File: src/rtl/bulls_cows_pkg.sv
// Shared types and helpers for the two-player Bulls & Cows engine.
// Imported by the interface, the code checker and the core.
package bulls_cows_pkg;

  typedef enum logic [2:0] {
    P1_SETUP = 3'd0,
    P2_SETUP = 3'd1,
    P1_GUESS = 3'd2,
    P2_GUESS = 3'd3,
    CHECK    = 3'd4,
    SCORE    = 3'd5,
    RESULT   = 3'd6,
    WIN      = 3'd7
  } state_t;

  localparam logic PLAYER1 = 1'b0;
  localparam logic PLAYER2 = 1'b1;

  // Widest code vector digit_of accepts; callers zero-extend into it.
  localparam int VEC_MAX_W = 256;

  function automatic logic [31:0] digit_of(input logic [VEC_MAX_W-1:0] vec,
                                           input int index,
                                           input int width);
    logic [VEC_MAX_W-1:0] shifted;
    logic [31:0]          mask;
    shifted = vec >> (index * width);
    mask    = (width >= 32) ? 32'hFFFF_FFFF : ((32'd1 << width) - 32'd1);
    return shifted[31:0] & mask;
  endfunction

endpackage

File: src/rtl/bulls_cows_if.sv
// Entry/result bundle between the switch front end and the game core.
// The front end is the master, the core is the slave.
interface bulls_cows_if #(
  parameter int NUM_DIGITS = 4,
  parameter int DIGIT_W    = 4
);
  import bulls_cows_pkg::*;

  localparam int CNT_W = $clog2(NUM_DIGITS + 1);

  logic                          confirm;
  logic [NUM_DIGITS*DIGIT_W-1:0] sw;
  state_t                        state_o;
  logic                          player_o;
  logic [CNT_W-1:0]              bulls_o;
  logic [CNT_W-1:0]              cows_o;
  logic                          result_valid_o;
  logic                          error_o;
  logic                          win_o;
  logic                          winner_o;

  modport master (
    output confirm, sw,
    input  state_o, player_o, bulls_o, cows_o,
           result_valid_o, error_o, win_o, winner_o
  );

  modport slave (
    input  confirm, sw,
    output state_o, player_o, bulls_o, cows_o,
           result_valid_o, error_o, win_o, winner_o
  );

endinterface

File: src/rtl/bulls_cows_code_check.sv
// Combinational legality check of a code: all digits pairwise distinct and
// none above MAX_DIGIT. Also used by the display block for live feedback.
module bc_code_check
  import bulls_cows_pkg::*;
#(
  parameter int NUM_DIGITS = 4,
  parameter int DIGIT_W    = 4,
  parameter int MAX_DIGIT  = 9
) (
  input  logic [NUM_DIGITS*DIGIT_W-1:0] code_i,
  output logic                          distinct_ok_o,
  output logic                          range_ok_o
);

  logic [VEC_MAX_W-1:0] code_ext;

  assign code_ext = VEC_MAX_W'(code_i);

  always_comb begin
    distinct_ok_o = 1'b1;
    range_ok_o    = 1'b1;
    for (int i = 0; i < NUM_DIGITS; i++) begin
      if (digit_of(code_ext, i, DIGIT_W) > 32'(MAX_DIGIT)) begin
        range_ok_o = 1'b0;
      end
      for (int j = i + 1; j < NUM_DIGITS; j++) begin
        if (digit_of(code_ext, i, DIGIT_W) == digit_of(code_ext, j, DIGIT_W)) begin
          distinct_ok_o = 1'b0;
        end
      end
    end
  end

endmodule

File: src/rtl/bulls_cows_core.sv
// Two-player Bulls & Cows engine: captures secrets and guesses on confirm,
// validates them, scores one digit per cycle and alternates turns until a win.
//
// state    | meaning
// P1_SETUP | waiting for player 1 secret
// P2_SETUP | waiting for player 2 secret
// P1_GUESS | waiting for player 1 guess (against secret 2)
// P2_GUESS | waiting for player 2 guess (against secret 1)
// CHECK    | validating entry_q, dispatch by origin state
// SCORE    | one digit of entry_q scored per cycle
// RESULT   | bulls/cows presented, turn handed over or game won
// WIN      | game over, held until reset
module bulls_cows_core
  import bulls_cows_pkg::*;
#(
  parameter int NUM_DIGITS = 4,
  parameter int DIGIT_W    = 4,
  parameter int MAX_DIGIT  = 9
) (
  input logic         clock,
  input logic         reset,
  bulls_cows_if.slave bus
);

  localparam int CODE_W = NUM_DIGITS * DIGIT_W;
  localparam int CNT_W  = $clog2(NUM_DIGITS + 1);
  localparam int IDX_W  = (NUM_DIGITS > 1) ? $clog2(NUM_DIGITS) : 1;

  state_t             state_q;
  state_t             origin_q;
  logic [CODE_W-1:0]  entry_q;
  logic [CODE_W-1:0]  secret1_q;
  logic [CODE_W-1:0]  secret2_q;
  logic [IDX_W-1:0]   idx_q;
  logic [CNT_W-1:0]   bulls_acc_q;
  logic [CNT_W-1:0]   cows_acc_q;
  logic               player_q;
  logic [CNT_W-1:0]   bulls_q;
  logic [CNT_W-1:0]   cows_q;
  logic               result_valid_q;
  logic               error_q;
  logic               win_q;
  logic               winner_q;

  logic               distinct_ok;
  logic               range_ok;
  logic [CODE_W-1:0]  target_d;
  logic [DIGIT_W-1:0] guess_dig_d;
  logic               bull_hit_d;
  logic               cow_hit_d;
  logic [CNT_W-1:0]   bulls_acc_d;
  logic [CNT_W-1:0]   cows_acc_d;

  bc_code_check #(
    .NUM_DIGITS (NUM_DIGITS),
    .DIGIT_W    (DIGIT_W),
    .MAX_DIGIT  (MAX_DIGIT)
  ) u_code_check (
    .code_i        (entry_q),
    .distinct_ok_o (distinct_ok),
    .range_ok_o    (range_ok)
  );

  // Each player scores against the opponent's secret.
  always_comb begin
    target_d    = (player_q == PLAYER1) ? secret2_q : secret1_q;
    guess_dig_d = DIGIT_W'(digit_of(VEC_MAX_W'(entry_q), int'(idx_q), DIGIT_W));
    bull_hit_d  = (guess_dig_d ==
                   DIGIT_W'(digit_of(VEC_MAX_W'(target_d), int'(idx_q), DIGIT_W)));
    cow_hit_d   = 1'b0;
    for (int j = 0; j < NUM_DIGITS; j++) begin
      if ((j != int'(idx_q)) &&
          (DIGIT_W'(digit_of(VEC_MAX_W'(target_d), j, DIGIT_W)) == guess_dig_d)) begin
        cow_hit_d = 1'b1;
      end
    end
    if (bull_hit_d) begin
      cow_hit_d = 1'b0;
    end
    bulls_acc_d = bulls_acc_q + CNT_W'(bull_hit_d);
    cows_acc_d  = cows_acc_q + CNT_W'(cow_hit_d);
  end

  always_ff @(posedge clock or posedge reset) begin
    if (reset) begin
      state_q        <= P1_SETUP;
      origin_q       <= P1_SETUP;
      entry_q        <= '0;
      secret1_q      <= '0;
      secret2_q      <= '0;
      idx_q          <= '0;
      bulls_acc_q    <= '0;
      cows_acc_q     <= '0;
      player_q       <= PLAYER1;
      bulls_q        <= '0;
      cows_q         <= '0;
      result_valid_q <= 1'b0;
      error_q        <= 1'b0;
      win_q          <= 1'b0;
      winner_q       <= 1'b0;
    end else begin
      result_valid_q <= 1'b0;
      error_q        <= 1'b0;
      case (state_q)
        P1_SETUP, P2_SETUP, P1_GUESS, P2_GUESS: begin
          if (bus.confirm) begin
            entry_q  <= bus.sw;
            origin_q <= state_q;
            state_q  <= CHECK;
          end
        end
        CHECK: begin
          if (!(distinct_ok && range_ok)) begin
            error_q <= 1'b1;
            state_q <= origin_q;
          end else begin
            case (origin_q)
              P1_SETUP: begin
                secret1_q <= entry_q;
                player_q  <= PLAYER2;
                state_q   <= P2_SETUP;
              end
              P2_SETUP: begin
                secret2_q <= entry_q;
                player_q  <= PLAYER1;
                state_q   <= P1_GUESS;
              end
              default: begin
                bulls_acc_q <= '0;
                cows_acc_q  <= '0;
                idx_q       <= '0;
                state_q     <= SCORE;
              end
            endcase
          end
        end
        SCORE: begin
          bulls_acc_q <= bulls_acc_d;
          cows_acc_q  <= cows_acc_d;
          // Outputs load on the last digit so they are stable during RESULT.
          if (idx_q == IDX_W'(NUM_DIGITS - 1)) begin
            bulls_q        <= bulls_acc_d;
            cows_q         <= cows_acc_d;
            result_valid_q <= 1'b1;
            state_q        <= RESULT;
          end else begin
            idx_q <= idx_q + 1'b1;
          end
        end
        RESULT: begin
          if (bulls_acc_q == CNT_W'(NUM_DIGITS)) begin
            win_q    <= 1'b1;
            winner_q <= player_q;
            state_q  <= WIN;
          end else begin
            player_q <= ~player_q;
            state_q  <= (player_q == PLAYER1) ? P2_GUESS : P1_GUESS;
          end
        end
        WIN: begin
          state_q <= WIN;
        end
        default: begin
          state_q <= P1_SETUP;
        end
      endcase
    end
  end

  assign bus.state_o        = state_q;
  assign bus.player_o       = player_q;
  assign bus.bulls_o        = bulls_q;
  assign bus.cows_o         = cows_q;
  assign bus.result_valid_o = result_valid_q;
  assign bus.error_o        = error_q;
  assign bus.win_o          = win_q;
  assign bus.winner_o       = winner_q;

endmodule

File: src/flat_wrapper.sv
// flat-port wrapper written by rule: the top's interface ports become plain ports
module bulls_cows_core_flat import bulls_cows_pkg::*;
#(
  parameter int NUM_DIGITS = 4,
  parameter int DIGIT_W    = 4,
  parameter int MAX_DIGIT  = 9
)
  (clock, reset, bus_confirm, bus_sw, bus_state_o, bus_player_o, bus_bulls_o, bus_cows_o, bus_result_valid_o, bus_error_o, bus_win_o, bus_winner_o);
  bulls_cows_if #(.NUM_DIGITS(NUM_DIGITS), .DIGIT_W(DIGIT_W)) bus_i ();
  input logic clock;
  input logic reset;
  input wire logic [$bits(bus_i.confirm)-1:0] bus_confirm;
  input wire logic [$bits(bus_i.sw)-1:0] bus_sw;
  output wire logic [$bits(bus_i.state_o)-1:0] bus_state_o;
  output wire logic [$bits(bus_i.player_o)-1:0] bus_player_o;
  output wire logic [$bits(bus_i.bulls_o)-1:0] bus_bulls_o;
  output wire logic [$bits(bus_i.cows_o)-1:0] bus_cows_o;
  output wire logic [$bits(bus_i.result_valid_o)-1:0] bus_result_valid_o;
  output wire logic [$bits(bus_i.error_o)-1:0] bus_error_o;
  output wire logic [$bits(bus_i.win_o)-1:0] bus_win_o;
  output wire logic [$bits(bus_i.winner_o)-1:0] bus_winner_o;
  assign bus_i.confirm = bus_confirm;
  assign bus_i.sw = bus_sw;
  assign bus_state_o = bus_i.state_o;
  assign bus_player_o = bus_i.player_o;
  assign bus_bulls_o = bus_i.bulls_o;
  assign bus_cows_o = bus_i.cows_o;
  assign bus_result_valid_o = bus_i.result_valid_o;
  assign bus_error_o = bus_i.error_o;
  assign bus_win_o = bus_i.win_o;
  assign bus_winner_o = bus_i.winner_o;
  bulls_cows_core #(.NUM_DIGITS(NUM_DIGITS), .DIGIT_W(DIGIT_W), .MAX_DIGIT(MAX_DIGIT)) u_core (.clock(clock), .reset(reset), .bus(bus_i));
endmodule
File: config.mk
export PLATFORM = sky130hd
export DESIGN_NAME = bulls_cows_core_flat
export DESIGN_NICKNAME = d
export VERILOG_FILES = /design/src/rtl/bulls_cows_pkg.sv /design/src/rtl/bulls_cows_if.sv /design/src/rtl/bulls_cows_code_check.sv /design/src/rtl/bulls_cows_core.sv /design/src/flat_wrapper.sv
export SDC_FILE = /design/constraint.sdc
export NUM_CORES = 1
export LEC_CHECK = 0
export CORE_UTILIZATION = 50
export CTS_BUF_LIST = sky130_fd_sc_hd__clkbuf_4 sky130_fd_sc_hd__clkbuf_8
export CTS_CLUSTER_DIAMETER = 60
export DETAILED_ROUTE_END_ITERATION = 8
export GPL_TIMING_DRIVEN = 0
export PLACE_DENSITY_LB_ADDON = 0.25
export SLEW_MARGIN = 20
export SYNTH_ARGS = -nofsm -noshare
export SYNTH_HDL_FRONTEND = slang
export SYNTH_SLANG_ARGS = --single-unit
File: constraint.sdc
create_clock -name clock -period 2.9 [get_ports clock]
set_clock_uncertainty 0.15 [all_clocks]
set_input_delay 0.725 -clock clock [delete_from_list [all_inputs] [get_ports clock]]
set_output_delay 0.725 -clock clock [all_outputs]
set_load 0.01 [all_outputs]
# Word-level counts from Yosys, hierarchy flattened
# Cells that the tools add are included.
# totals
ff_bits,73
input_bits,19
output_inout_bits,14
wordCells,116
# classes
add_sub_neg,3
order_cmp,4
n_eq_ne,31
shifts,2
muxes,39
bitwise_logic,1
reduce_logical,21
# ops
op,n
4-bit == test,11
16-bit by 4-bit >> shifter with 4-bit output,2
1-bit 2-to-1 mux,22
3-bit 2-to-1 mux,6
3-bit one-hot mux with 2 select lines,3
"4-bit > comparator, second input constant",4
16-bit 2-to-1 mux,1
"3-bit == test, second input constant",5
3-bit one-hot mux with 5 select lines,1
3-bit AND reduction,3
"2-bit inequality test, second input constant",4
2-bit AND reduction,4
4-bit AND reduction,2
3-bit by 1-bit adder with 3-bit output,2
"3-bit by 1-bit == test with 1-bit output, second input constant",2
"3-bit by 2-bit == test with 1-bit output, second input constant",2
3-bit zero test,2
2-bit 2-to-1 mux,3
2-bit nonzero test,3
1-bit logical AND,5
"2-bit by 1-bit inequality test with 1-bit output, second input constant",2
"2-bit inequality test, first input constant",2
1-bit one-hot mux with 2 select lines,2
2-bit one-hot mux with 2 select lines,1
other kinds (7),7

# Longest topological paths before layout
# Gate-level depths: netlist (run 1).
# logic_depth
ltp_word,10
ltp_mapped,12
ltp_nobuf,10

# Cells and area by module
# Synthesis (run 1) repeated with hierarchy kept, for this count alone.
# unflattened
cells_unflattened,310
hier_area_um2,3822.4
# modules_own_cells
mod,n_inst,cells_per_inst,area_each_um2,seq_area_each_um2
bulls_cows_core,1,274,3534.6,1826.8
bc_code_check,1,36,287.8,0.0

# Worst setup path after synthesis (run 1)
# No wires, ideal clock.
# synth_path
kind,register to register
startpoint,register u_core.idx_q[0]
endpoint,register u_core.cows_acc_q[2]
setup_time_ns,0.124
arrival_ns,2.839
t_required_ns,2.626
setup_slack_ns,-0.213
stages_incl_launch_ff,12
path_buffers,1
period_less_slack_ns,3.113
path_cell_list,dfrtp_1 -> clkbuf_1 -> mux4_2 -> xnor2_1 -> nor4_1 -> mux2i_1 -> mux2i_1 -> a31oi_1 -> ha_1 -> ha_1 -> nor3b_1 -> a211o_1
# synth_via
elab_chain_cells,10
word_cells_on_any_way,22
cone_classes,add/sub: 1; eq/ne: 8; shift: 2; mux: 6; reduce/logical: 5
# synth_lines
item,line_no,source
"start, declared",bulls_cows_core.sv:34,logic [IDX_W-1:0] idx_q;
"start signal, assigned",bulls_cows_core.sv:147,idx_q <= idx_q + 1'b1;
16-bit by 4-bit >> shifter with 4-bit output,bulls_cows_pkg.sv:27,shifted = vec >> (index * width);
4-bit == test,bulls_cows_core.sv:73,"(DIGIT_W'(digit_of(VEC_MAX_W'(target_d), j, DIGIT_W)) == guess_dig_d)) begin"
1-bit logical AND,bulls_cows_core.sv:72,if ((j != int'(idx_q)) &&
1-bit 2-to-1 mux (4 in a row),bulls_cows_core.sv:72,
1-bit 2-to-1 mux *,bulls_cows_core.sv:77,if (bull_hit_d) begin
3-bit by 1-bit adder with 3-bit output *,bulls_cows_core.sv:81,cows_acc_d = cows_acc_q + CNT_W'(cow_hit_d);
3-bit one-hot mux with 2 select lines *,bulls_cows_core.sv:104,case (state_q)
"end signal, assigned",bulls_cows_core.sv:139,cows_acc_q <= cows_acc_d;
"end, declared",bulls_cows_core.sv:36,logic [CNT_W-1:0] cows_acc_q;
# Mark *: on every way between the ends. The rest lies on a longest branch, timed or not.
# A chain may end at the register's enable or synchronous reset.

# Worst setup path in the final report (run 1)
# Same ends and word-level chain as after synthesis.

==> results of run 1 <==
==> layer usage <==
layer,track usage [%],wire length (µm),part of all wire [%],up-vias
met5,0,0,0,-
met4,9.392,180,2.2,0
met3,4.271,426,5.2,20
met2,33.59,3747,46,79
met1,29.95,3772,46,1329
li1,-,-,-,1262
==> worst paths after layout <==
| kind | start | to | slack (ns) |
|---|---|---|---|
| max | u_core.idx_q[0] | u_core.cows_acc_q[2] | -0.14 |
| min | u_core.bus.win_o | u_core.bus.win_o | 0.32 |
| max reg2reg | u_core.idx_q[0] | u_core.cows_acc_q[2] | -0.14 |
| min reg2reg | u_core.bus.win_o | u_core.bus.win_o | 0.32 |
| max in group asynchronous | reset | u_core.entry_q[10] | 1.52 |
| min in group asynchronous | reset | u_core.secret1_q[1] | 0.52 |
==> through the flow <==
stage	total power, mW	TNS, ns	hold slack, ns	worst slack (ns)	util (%)
after floorplan	3.916	0	0.3140	0.003999	-
after global placement	4.494	-79.79	0.3019	-1.059	57.60
after detailed placement	4.593	-2.799	0.3045	-0.4199	57.99
after CTS	5.794	-0.6362	0.3226	-0.1779	62.50
after global routing	6.357	-1.824	0.3507	-0.2851	63.22
final	5.952	-0.3736	0.3180	-0.1389	63.22
==> area by class of cell <==
cell class | count | share of cell area, %
clock inverter | 5 | 1.622
inverter | 8 | 0.6694
timing repair buffer | 38 | 8.007
multi-input combinational | 220 | 43.13
tap | 102 | 2.626
clock buffer | 11 | 2.987
buffer | 28 | 3.373
sequential | 73 | 37.59
==> cell families after synthesis <==
group | count (synthesis)
muxes | 77
DFF | 73
and+or+nand+nor | 58
xor gates and xnor gates | 42
buffers and inverters | 37
AOI/OAI and AO/OA | 35
adders and majority gates | 8
==> critical path: stages (launching register included) <==
cell     delay (ns)
dfrtp_1        0.39
buf_8          0.13
mux4_2         0.62
xnor2_2        0.21
nor4_4         0.33
mux2i_1        0.11
mux2i_1        0.20
a31oi_1        0.08
ha_2           0.20
ha_4           0.16
nor3b_1        0.13
a211o_1        0.22
==> flip-flops by register name, summed over array words and instances, names as in the netlist, 3 cells and up <==
register,count
u_core.bulls_acc_q,3
u_core.entry_q,16
u_core.bus.bulls_o,3
u_core.secret2_q,16
u_core.bus.state_o,3
u_core.secret1_q,16
u_core.origin_q,3
u_core.cows_acc_q,3
u_core.bus.cows_o,3
==> report_power, final <==
group          leakage, nW  total (mW)  internal, mW  switching (mW)
registers            0.939        1.62          1.41           0.217
clock network        0.117       0.909         0.516           0.393
logic                 1.12        3.42          1.69            1.73
total                 2.18        5.95          3.61            2.34
==> what timing repair did <==
item,CTS,global route
pin swaps,11,9
gates resized for setup,15,12
setup buffers,4,1
setup endpoints to repair,12,22
==> cell usage in the layout (no fill, tap or decap), drive strengths merged, types with 7 or more instances in the layout <==
master         instances
dfrtp                 73
mux2                  54
xnor2                 34
clkdlybuf4s50         32
buf                   30
mux2i                 19
clkbuf                15
nand2                 13
o21ai                 11
xor2                   8
inv                    8
ha                     8
nand4                  7
nor2                   7
nor4                   7
==> impl_metrics.tcl, run 1 <==
set metrics [dict create \
    status "complete, but fails checks" \
    violations "setup timing" \
    initial_core_util_pct 51.56 \
    hpwl_mm 5.554 \
    cts.reportedPaths.clkPinSlew_ns 0.08 \
    ys_seq_elements 73 \
    io_buffers 32 \
    synth_ff_type "dfrtp_1" \
    antenna_found_initial 0 \
    seq_area_frac_synth_pct 46.09 \
    die_width_um 91.04 \
    die_h_um 91.04 \
    fin_nets 405 \
    max-cap-violations 0 \
    drv_slew 0 \
    grt_overflow 0 \
    vias_per_cell 5.546 \
    crit_path_end_kind "flip-flop" \
    ant_nets 0 \
    cts.sinks 73 \
    ir_drop_mv 0.6703 \
    p_leak_nw 2.175 \
    hp-class "reg2reg" \
    synth_cells 330 \
    clock_path_buffers 2 \
    syn_area_um2 3964 \
    seqCellArea_um2 1827 \
    root_buffer "clkbuf_8" \
    vias 2690 \
    gp_congestion 0.8605 \
    synth_area_leaders "dfrtp_1, mux2_2, xnor2_1" \
    synth_warnings 0 \
    htreeDepth 3 \
    cts_tree "built" \
    clkLatencyLatePin_ns 0.36 \
    grt_setup_unrepaired "yes" \
    worstPathArrival_ns 3.14 \
    async_reset_ff_share_pct 100.0 \
    grt_start_max_net_pins 55 \
    drtIter0Drc 122 \
    fmax_ghz 0.3291 \
    avgSynthCellArea_um2 12.01 \
    synth.most_common_cell "dfrtp_1" \
    syn_to_final_growth_pct 22.60 \
    synth_common_cells "dfrtp_1, mux2_2, xnor2_1, buf_2, mux2i_1" \
    tightest_slew_ns 0.6108 \
    wl_per_cell_um 16.76 \
    setup_violations 6 \
    wl_mm 8.127 \
    io_pins 33 \
    cts-hold-fix-buffers 0 \
    min_path_cells 1 \
    synth_top_area_share_pct 46.09 \
    timing.slew.headroom_pct 58.90 \
    fillCellCount 626 \
    numCtsBuffers 9 \
    worstPathMaxFanout 5 \
    grt_usage_pct 21.76 \
    synth_fp_nets 357 \
    synth_xor_area_share_pct 9.280 \
    dieArea_um2 8287 \
    fin_ws_ns -0.1389 \
    grt_pass1_wl_mm 13.78 \
    dp_cells 465 \
    ys_types 43 \
    diodes 0 \
    drc_errors 0 \
    synth_compound_area_share_pct 5.934 \
    place_area_um2 4458 \
    drive_gt1_share_pct 30.55 \
    synth_edf_count 0 \
    drt-pass1-iter-count 4 \
    synth_largest_area_cell "dfrtp_1" \
    synthMuxAreaShare_pct 23.36 \
    period_share_pct 104.8 \
    grt_pass1_vias 2736 \
    core_um2 7687 \
    r2r_cells 11 \
    worstPathRequired_ns 3.00 \
    startpoint_type "flip-flop" \
    synth_top_family_by_area "multiplexers" \
    cellPowerDensity_nw_per_um2 1225 \
    multi_input_area_um2 2096 \
    hold_viol 0 \
    critPathKind "reg2reg" \
    yosys.area_share.simple_pct 8.333 \
    finish.instance_area_um2 4860 \
    fin_crit_ns 3.039 \
    rows 32 \
    synth_adder_area_share_pct 2.525 \
    instances_no_fill 485 \
]
No activity file was read; power rests on OpenSTA's default activity.
==> inputs of run 2 (changes only) <==
==> constraint.sdc (replaced) <==
create_clock -name clock -period 2.8 [get_ports clock]
set_clock_uncertainty 0.15 [all_clocks]
set_input_delay 0.7 -clock clock [delete_from_list [all_inputs] [get_ports clock]]
set_output_delay 0.7 -clock clock [all_outputs]
set_load 0.01 [all_outputs]
==> run 2 against run 1 <==
Die area stayed put. Combinational power is 2% higher. Sequential power is 12% higher. Largest power group unchanged. Non-clock buffer count is 1 higher. Global-route usage is 0.24 points lower. Critical path depth is 1 higher. Cell area is 1.4% higher. Highest routed layer unchanged. Register-to-register slack worse by 0.17 ns. Clock-buffer cell count is 1 lower. The run still ends with setup timing left. Worst hold slack better by 0.017 ns. Worst setup slack worse by 0.17 ns.
==> impl_metrics.tcl, run 2 (synthesized netlist as in run 1, its figures left out) <==
set metrics [dict create \
    startpoint_type "flip-flop" \
    dieArea_um2 8287 \
    r2r-end "u_core.cows_acc_q[2]" \
    diodes 0 \
    seqCellArea_um2 1832 \
    fin_crit_ns 3.105 \
    final_cell_mix "dfrtp_1, mux2_2, clkdlybuf4s50_1" \
    worstPathRequired_ns 2.89 \
    drt-pass1-iter-count 4 \
    initial_core_util_pct 51.56 \
    dp_cells 465 \
    core_um2 7687 \
    fin_nets 406 \
    io_buffers 32 \
    setup_violations 12 \
    final_common_cell "dfrtp_1" \
    setup_tns_ns -2.269 \
    cellPowerDensity_nw_per_um2 1263 \
    wl_mm 8.136 \
    wl_per_cell_um 16.78 \
    worstPathArrival_ns 3.20 \
    root_buffer "clkbuf_8" \
    syn_to_final_growth_pct 24.27 \
    violations "setup timing" \
    vias 2693 \
    status "complete, but fails checks" \
    grt_usage_pct 21.52 \
    timing.slew.headroom_pct 60.98 \
    clock_path_buffers 2 \
    io_pins 33 \
    max-cap-violations 0 \
    die_h_um 91.04 \
    multi_input_area_um2 2120 \
    path_common_cell "mux2i_1" \
    ir_drop_mv 0.7067 \
    fin_ws_ns -0.3048 \
    grt_start_max_net_pins 50 \
    worstPathMaxFanout 5 \
    rr_startpoint "u_core.idx_q[0]" \
    clkLatencyLatePin_ns 0.35 \
    drive_gt1_share_pct 32.90 \
    r2r_cells 12 \
    hp-start "u_core.bus.win_o" \
    hold_viol 0 \
    critPathTopFamily "multiplexers" \
    critPathKind "reg2reg" \
    critical_path.max_stage_delay_ns 0.55 \
    vias_per_cell 5.553 \
    reg.largest.list "u_core.entry_q x16, u_core.secret1_q x16, u_core.secret2_q x16" \
    period_share_pct 110.9 \
    die_width_um 91.04 \
    min_to "u_core.bus.win_o" \
    rows 32 \
    ant_nets 0 \
    fmax_ghz 0.3221 \
    grt_setup_unrepaired "yes" \
    p_leak_nw 2.184 \
    cts.sinks 73 \
    crit_chain "buf_8 > mux4_2 > buf_6 > xnor2_2 > nor4_2 > mux2i_1 > mux2i_1 > a31oi_2 > ha_2 > ha_4 > nor3b_1 > a211o_1" \
    cts_tree "built" \
    rrSetupSlack_ns -0.30 \
    grt_overflow 0 \
    hold_slack_ns 0.3349 \
    crit_path_end_kind "flip-flop" \
    grt_pass1_wl_mm 13.64 \
    cp_num_buf_inv 2 \
    cts.reportedPaths.clkPinSlew_ns 0.08 \
    htreeDepth 3 \
    hpwl_mm 5.725 \
    numCtsBuffers 9 \
    drv_slew 0 \
    fillCellCount 613 \
    antenna_found_initial 0 \
    tightest_slew_ns 0.5853 \
    instances_no_fill 485 \
    critical-path-slowest-cell "mux4_2" \
    drtIter0Drc 140 \
    hp-class "reg2reg" \
    cts-hold-fix-buffers 0 \
    drc_errors 0 \
    grt_pass1_vias 2696 \
    min_path_cells 1 \
    gp_congestion 0.8839 \
]
-- run 2: cell types whose count changed in the layout (fill, tap and decap cells not counted), moves of 2 or more --
cell,before,now
buf_2,17,7
buf_4,7,14
dfrtp_1,73,69
dfrtp_2,0,4
buf_6,3,6
clkinvlp_4,0,2
nor4_2,1,3
-- run 2: final cells by class --
class                      instances  area share (%)
inverter                           8          0.6604
buffer                            22           2.997
clock buffer                      10           2.794
sequential                        73           37.19
timing repair buffer              45           9.119
multi-input combinational        220           43.03
clock inverter                     5           1.626
tap                              102           2.591
-- run 2: how the worst max path moves through the flow --
stage	from	endpoint	slack, ns	cells after the start
6_report	u_core.idx_q[0]	u_core.cows_acc_q[2]	-0.30	12
5_1_grt	u_core.idx_q[0]	u_core.bus.cows_o[2]	-0.48	13
4_1_cts	u_core.idx_q[0]	u_core.cows_acc_q[2]	-0.23	11
3_5_place_dp	u_core.bus.player_o	u_core.cows_acc_q[2]	-0.57	12
3_3_place_gp	reset	u_core.origin_q[1]	-1.10	2
2_1_floorplan	u_core.idx_q[0]	u_core.cows_acc_q[2]	-0.07	11
-- run 2: routing by layer --
layer / track usage [%] / vias to the layer above / share of wire, %
met1: 28.87 / 1371 / 46
met2: 34.66 / 48 / 50
li1: - / 1265 / -
met3: 4.355 / 9 / 2.7
met4: 7.804 / 0 / 1.3
met5: 0 / - / 0
-- run 2: power breakdown --
| group | switching, mW | total (mW) | internal [mW] | leakage, nW |
|---|---|---|---|---|
| Combinational | 1.66 | 3.49 | 1.83 | 1.14 |
| Clock | 0.394 | 0.913 | 0.519 | 0.104 |
| Sequential | 0.355 | 1.82 | 1.47 | 0.935 |
| Total | 2.41 | 6.22 | 3.81 | 2.18 |
-- run 2: what timing repair did --
action	4_1_cts	5_1_grt
hold endpoints to repair	0	0
setup endpoints to repair	17	32
pin swaps	7	12
gates resized for setup	24	17
buffers inserted	7	6
-- run 2: worst reg2reg max path: cells and delay by family (launching register included) --
family	cells	cell delay [ns]
AO/OA/AOI/OAI	2	0.29
XOR/XNOR	1	0.13
adder cells (fa/ha/maj)	2	0.38
buffers and inverters	2	0.28
flip-flops	1	0.39
multiplexers	3	0.91
AND/OR/NAND/NOR	2	0.48
-- run 2: through the flow --
step | instance area [µm²] | setup slack (ns) | total power [mW] | util, %
6_report | 4926 | -0.3048 | 6.221 | 64.08
5_1_grt | 4926 | -0.4751 | 6.641 | 64.08
4_1_cts | 4807 | -0.2274 | 6.002 | 62.53
3_5_place_dp | 4468 | -0.5717 | 4.786 | 58.12
3_3_place_gp | 4438 | -1.099 | 4.663 | 57.73
2_1_floorplan | 3990 | -0.06797 | 4.070 | -
==> inputs of run 3 (changes only) <==
--- a/config.mk
+++ b/config.mk
@@ -5,6 +5,7 @@
 export SDC_FILE = /design/constraint.sdc
 export NUM_CORES = 1
 export LEC_CHECK = 0
+export CAP_MARGIN = 20
 export CORE_UTILIZATION = 50
 export CTS_BUF_LIST = sky130_fd_sc_hd__clkbuf_4 sky130_fd_sc_hd__clkbuf_8
 export CTS_CLUSTER_DIAMETER = 60
==> results of run 3 <==
Same layout as run 2: the final DEF is identical, and so are final timing and power.
